**config.mk**
```make
export PLATFORM = sky130hd
export DESIGN_NAME = regfile_sb
export DESIGN_NICKNAME = d
export VERILOG_FILES = /design/src/rtl/regfile_sb.sv
export SDC_FILE = /design/constraint.sdc
export NUM_CORES = 2
export LEC_CHECK = 0
export BUFFER_PORTS_ARGS = -buffer_cell sky130_fd_sc_hd__buf_4
export CELL_PAD_IN_SITES_DETAIL_PLACEMENT = 0
export CELL_PAD_IN_SITES_GLOBAL_PLACEMENT = 2
export CORE_MARGIN = 4
export CORE_UTILIZATION = 43
export CTS_BUF_LIST = sky130_fd_sc_hd__clkbuf_4 sky130_fd_sc_hd__clkbuf_8
export CTS_CLUSTER_DIAMETER = 50
export CTS_CLUSTER_SIZE = 10
export DETAILED_ROUTE_END_ITERATION = 10
export PLACE_DENSITY_LB_ADDON = 0.1
export SLEW_MARGIN = 5
export SYNTH_ARGS = -nofsm -noshare
export SYNTH_HDL_FRONTEND = slang
export SYNTH_SLANG_ARGS = --single-unit
```
**constraint.sdc**
```tcl
create_clock -name clk -period 4.2 [get_ports clk]
set_input_delay 0.84 -clock clk [delete_from_list [all_inputs] [get_ports clk]]
set_output_delay 0.84 -clock clk [all_outputs]
set_load 0.1 [all_outputs]
```
**src/rtl/regfile_sb.sv**
```systemverilog
// Multi-port register file with dual writeback ports and a per-register busy scoreboard.
// Reads are combinational with optional same-cycle forwarding from the write ports.
module regfile_sb #(
  parameter int XLEN     = 32,
  parameter int NREG     = 32,
  parameter int NRD      = 2,
  parameter int BYPASS   = 1,
  parameter int ZERO_REG = 1,
  localparam int AW      = $clog2(NREG)
) (
  input  logic                clk,
  input  logic                rst_n,
  input  logic [NRD*AW-1:0]   rd_addr,
  output logic [NRD*XLEN-1:0] rd_data,
  output logic [NRD-1:0]      rd_busy,
  input  logic                wa_en,
  input  logic [AW-1:0]       wa_addr,
  input  logic [XLEN-1:0]     wa_data,
  input  logic                wb_en,
  input  logic [AW-1:0]       wb_addr,
  input  logic [XLEN-1:0]     wb_data,
  input  logic                iss_en,
  input  logic [AW-1:0]       iss_addr,
  output logic [NREG-1:0]     busy_vec,
  output logic                wr_conflict
);

  localparam logic [AW:0] NREG_W = (AW+1)'(NREG);

  // An address is live when it is in range and not the hardwired zero register.
  function automatic logic addr_ok(input logic [AW-1:0] a);
    return ({1'b0, a} < NREG_W) && !((ZERO_REG != 0) && (a == '0));
  endfunction

  logic wa_ok, wb_ok, iss_ok, collide;
  logic [XLEN-1:0] regs_reg [NREG];
  logic [NREG-1:0] busy_reg, busy_next;
  logic [NREG-1:0] wr_hit, iss_hit;
  logic            wr_conflict_reg;

  // Port B wins a same-address collision, so port A is suppressed outright.
  assign wb_ok   = wb_en && addr_ok(wb_addr);
  assign wa_ok   = wa_en && addr_ok(wa_addr) && !(wb_ok && (wb_addr == wa_addr));
  assign iss_ok  = iss_en && addr_ok(iss_addr);
  assign collide = wa_en && wb_en && (wa_addr == wb_addr) && addr_ok(wa_addr);

  genvar gi;
  generate
    for (gi = 0; gi < NREG; gi++) begin : g_reg
      localparam logic [AW-1:0] IDX = AW'(gi);
      assign wr_hit[gi]  = (wb_ok && (wb_addr == IDX)) || (wa_ok && (wa_addr == IDX));
      assign iss_hit[gi] = iss_ok && (iss_addr == IDX);

      always_ff @(posedge clk or negedge rst_n) begin
        if (!rst_n) begin
          regs_reg[gi] <= '0;
        end else if (wb_ok && (wb_addr == IDX)) begin
          regs_reg[gi] <= wb_data;
        end else if (wa_ok && (wa_addr == IDX)) begin
          regs_reg[gi] <= wa_data;
        end
      end
    end
  endgenerate

  // A same-cycle issue marks a newer producer, so it overrides the write's clear.
  assign busy_next = (busy_reg & ~wr_hit) | iss_hit;

  always_ff @(posedge clk or negedge rst_n) begin
    if (!rst_n) begin
      busy_reg        <= '0;
      wr_conflict_reg <= 1'b0;
    end else begin
      busy_reg        <= busy_next;
      wr_conflict_reg <= collide;
    end
  end

  assign busy_vec    = busy_reg;
  assign wr_conflict = wr_conflict_reg;

  generate
    for (gi = 0; gi < NRD; gi++) begin : g_rd
      logic [AW-1:0]   ra;
      logic [XLEN-1:0] rdat;
      logic            rbusy;
      logic            hit_a, hit_b, hit_iss;

      assign ra      = rd_addr[gi*AW +: AW];
      assign hit_b   = wb_ok && (wb_addr == ra);
      assign hit_a   = wa_ok && (wa_addr == ra);
      assign hit_iss = iss_ok && (iss_addr == ra);

      always_comb begin
        rdat  = '0;
        rbusy = 1'b0;
        if (addr_ok(ra)) begin
          rdat  = regs_reg[ra];
          rbusy = busy_reg[ra];
          if (BYPASS != 0) begin
            if (hit_b) begin
              rdat = wb_data;
            end else if (hit_a) begin
              rdat = wa_data;
            end
            if ((hit_a || hit_b) && !hit_iss) begin
              rbusy = 1'b0;
            end
          end
        end
      end

      assign rd_data[gi*XLEN +: XLEN] = rdat;
      assign rd_busy[gi]              = rbusy;
    end
  endgenerate

endmodule

```
==> results by group <==
Global route
  – Largest net degree at the start of global routing: 107
  – M2 GR Usage: 58.0%
  – Overflow after GRT: 0
  – Initial antenna violation count: 16
  – Global-route wire length before repair: 436 mm
  – GR Layer Usage met3: 7.07%
  – Vias in the first global route: 55.0k
  – GR peak layer: met2
  – Gr usage total: 37.6%
  – Met1 Usage GRT: 50.0%

Clocking
  – CTS Buffer Depth: 3
  – Worst-path clk slew: 70 ps
  – CTS root buffer: clkbuf_8
  – Worst skew pair latency: 900 ps
  – Total CTS buffers: 156
  – H-tree level count: 4
  – CTS tree: yes
  – Clock sink count: 1057

Logic synthesis
  – Yosys top cell area share: 39.7%
  – #FFs+latches synth: 1057
  – YS warnings: 0
  – Syn avg cell area: 10.1 um^2
  – Post-synth EDFFs: 0
  – Fraction of registers with async set/reset: 100%
  – Most used DFF post-synth: dfrtp_1
  – Post-Syn Area: 0.0667 mm^2
  – Synth top area cells: dfrtp_1 (40%), mux2i_1 (23%), mux4_2 (9.7%)
  – Post-synthesis sequential area ratio: 39.7%
  – Most frequent cells after synthesis: mux2i_1 (1523), dfrtp_1 (1057), nand2_1 (955), o21ai_0 (911), clkbuf_1 (466)
  – Distinct cell type count after synthesis: 62
  – Top-count cell post-synth: mux2i_1
  – Syn Inst Count: 6605
  – Post-synth net total: 6699
  – Area leader, netlist: dfrtp_1

Place
  – Final HPWL DP: 193 mm
  – Final GP Congestion: 0.893
  – Dpl ws: -606 ps
  – Buffers on Ports: 192

Setup path
  – Cells along the critical path: buf_8 -> buf_4 -> buf_12 -> buf_12 -> buf_12 -> mux4_2 -> mux2_2 -> o21ai_2 -> buf_4 -> o21ai_2 -> buf_4
  – Nature of the critical path startpoint: input port
  – CP delay by family, top: buffers and inverters
  – Slowest cell on the critical path: mux4_2
  – Worst Path Arrival: 3370 ps
  – CP bufs+invs: 7
  – CP max stage delay: 510 ps
  – Setup Crit Path Kind: input port to output pin
  – Setup crit end kind: output pin
  – Req. time, crit path: 3360 ps
  – Crit-path max FO: 19

Floorplan
  – Die W: 402 um
  – Core footprint: 0.154 mm^2
  – Starting Density: 43.3%
  – Die area: 0.161 mm^2
  – Vertical die dimension: 402 um
  – FP Rows: 144
  – # IOs: 193

STA
  – Slew headroom: 18.0%
  – Setup violators final: 2
  – Worst Skew: 0 ps
  – Worst-Margin Slew: 1230 ps
  – Hold Vio Cnt, Final: 0
  – Min Tclk post-route: 4210 ps
  – Pins Over Slew Limit: 0
  – RSZ-0062 raised after global routing: yes
  – Final Cycle Share: 100%
  – PnR worst setup slack: -7.26 ps
  – Highest Clock Rate: 238 MHz

Worst hold path
  – Hold crit path type: input port to flop

Routing
  – Vias after detailed routing: 56.2k
  – Vias per cell: 6.49
  – WL per Instance: 35.8 um
  – Starting DRT DRC Count: 6304
  – Post-route DRC: 0
  – Antenna viol nets, final: 0
  – Routed wire length: 311 mm
  – DR pass1 iterations: 5

Cells and area
  – Max reg flops: 1024
  – Final #Nets: 6604
  – Layout cells sized above 1: 20.0%
  – P&R area growth vs syn: 14.4%

Power
  – Design Power: 34200 uW
  – Pwr Density: 448 mW/mm^2
  – Max IR drop VDD: 0.360 mV
  – Leakage power: 0.0359 uW

Run status
  – Failing checks: negative setup slack
  – Status: finished, violations left

Flow run
  – MaxCap Viol Count: 0
metrics by stage:
stage / setup TNS (ps) / instance area, um^2 / instances / hold WS [ps] / utilization [%]
finish: -10.4 / 76300 / 8671 / 287 / 49.5
global route: -134 / 76200 / 8667 / 252 / 49.5
CTS: 0 / 76200 / 8661 / 221 / 49.5
detailed placement: -4260 / 72600 / 8389 / 383 / 47.1
global placement: -3250 / 72600 / 8388 / 377 / 47.1
floorplan: -13290 / 66800 / 6605 / 441 / -
routing by layer:
| metal | wire [um] | vias up |
|---|---|---|
| met1 | 126000 | 28900 |
| met2 | 140000 | 2685 |
| li1 | - | 23800 |
| met3 | 23400 | 800 |
| met4 | 20500 | 12 |
| met5 | 102 | - |
cell usage in the layout, fill, tap and decap left out, types with 29 or more instances in the layout:
cell type,Yosys,layout
mux2i_1,1523,1523
dfrtp_1,1057,1057
nand2_1,955,944
o21ai_0,911,872
buf_4,7,468
a22oi_1,307,307
mux4_2,287,287
clkbuf_8,0,189
buf_12,0,123
o21ai_1,115,117
nor2_1,117,102
nand4_1,67,67
a21oi_1,71,66
o22ai_1,62,62
o21ai_2,1,34
a211o_1,30,30
mux2_2,30,30
a22o_1,29,29
logic make-up after synthesis:
family | after synthesis | synth area share (%)
flops | 1057 | 39.7
simple gates | 1247 | 7.85
xor+xnor | 35 | 0.460
compound gates | 1562 | 13.5
mux | 1840 | 33.1
buf+inv | 864 | 5.45
final timing paths:
| path | slack [ps] | to | cells after the start | startpoint |
|---|---|---|---|---|
| max in group asynchronous | 2370 | regs_reg[842] | 3 | rst_n |
| min in group asynchronous | 480 | regs_reg[728] | 2 | rst_n |
| worst min-delay path | 290 | wr_conflict | 3 | wb_en |
| worst max register to register | 3400 | busy_vec[16] | 1 | busy_vec[16] |
| worst min register to register | 400 | regs_reg[1011] | 0 | regs_reg[1011] |
| worst max-delay path | -7 | rd_data[59] | 11 | rd_addr[5] |
power breakdown:
| part | switching, uW | internal (uW) | total (uW) |
|---|---|---|---|
| Sequential | 2070 | 12600 | 14700 |
| Combinational | 5760 | 3850 | 9610 |
| Clock | 4700 | 5190 | 9890 |
layout make-up:
class	count	area [um^2]
fill	14400	77800
multi-input combinational	4684	37500
sequential	1057	26500
timing repair buffer	606	6180
clock buffer	205	2720
tap	2044	2560
clock inverter	62	779
antenna	8	20.0
inverter	5	18.8
what timing repair did:
item	4_1_cts	5_1_grt
buffers inserted	4	2
setup endpoints to repair	29	16
endpoints found under the hold margin	47	0
gates resized for setup	16	13
pin swaps	0	4
hold buffers	1	0
Note: power is estimated with default switching activity, not from simulation.
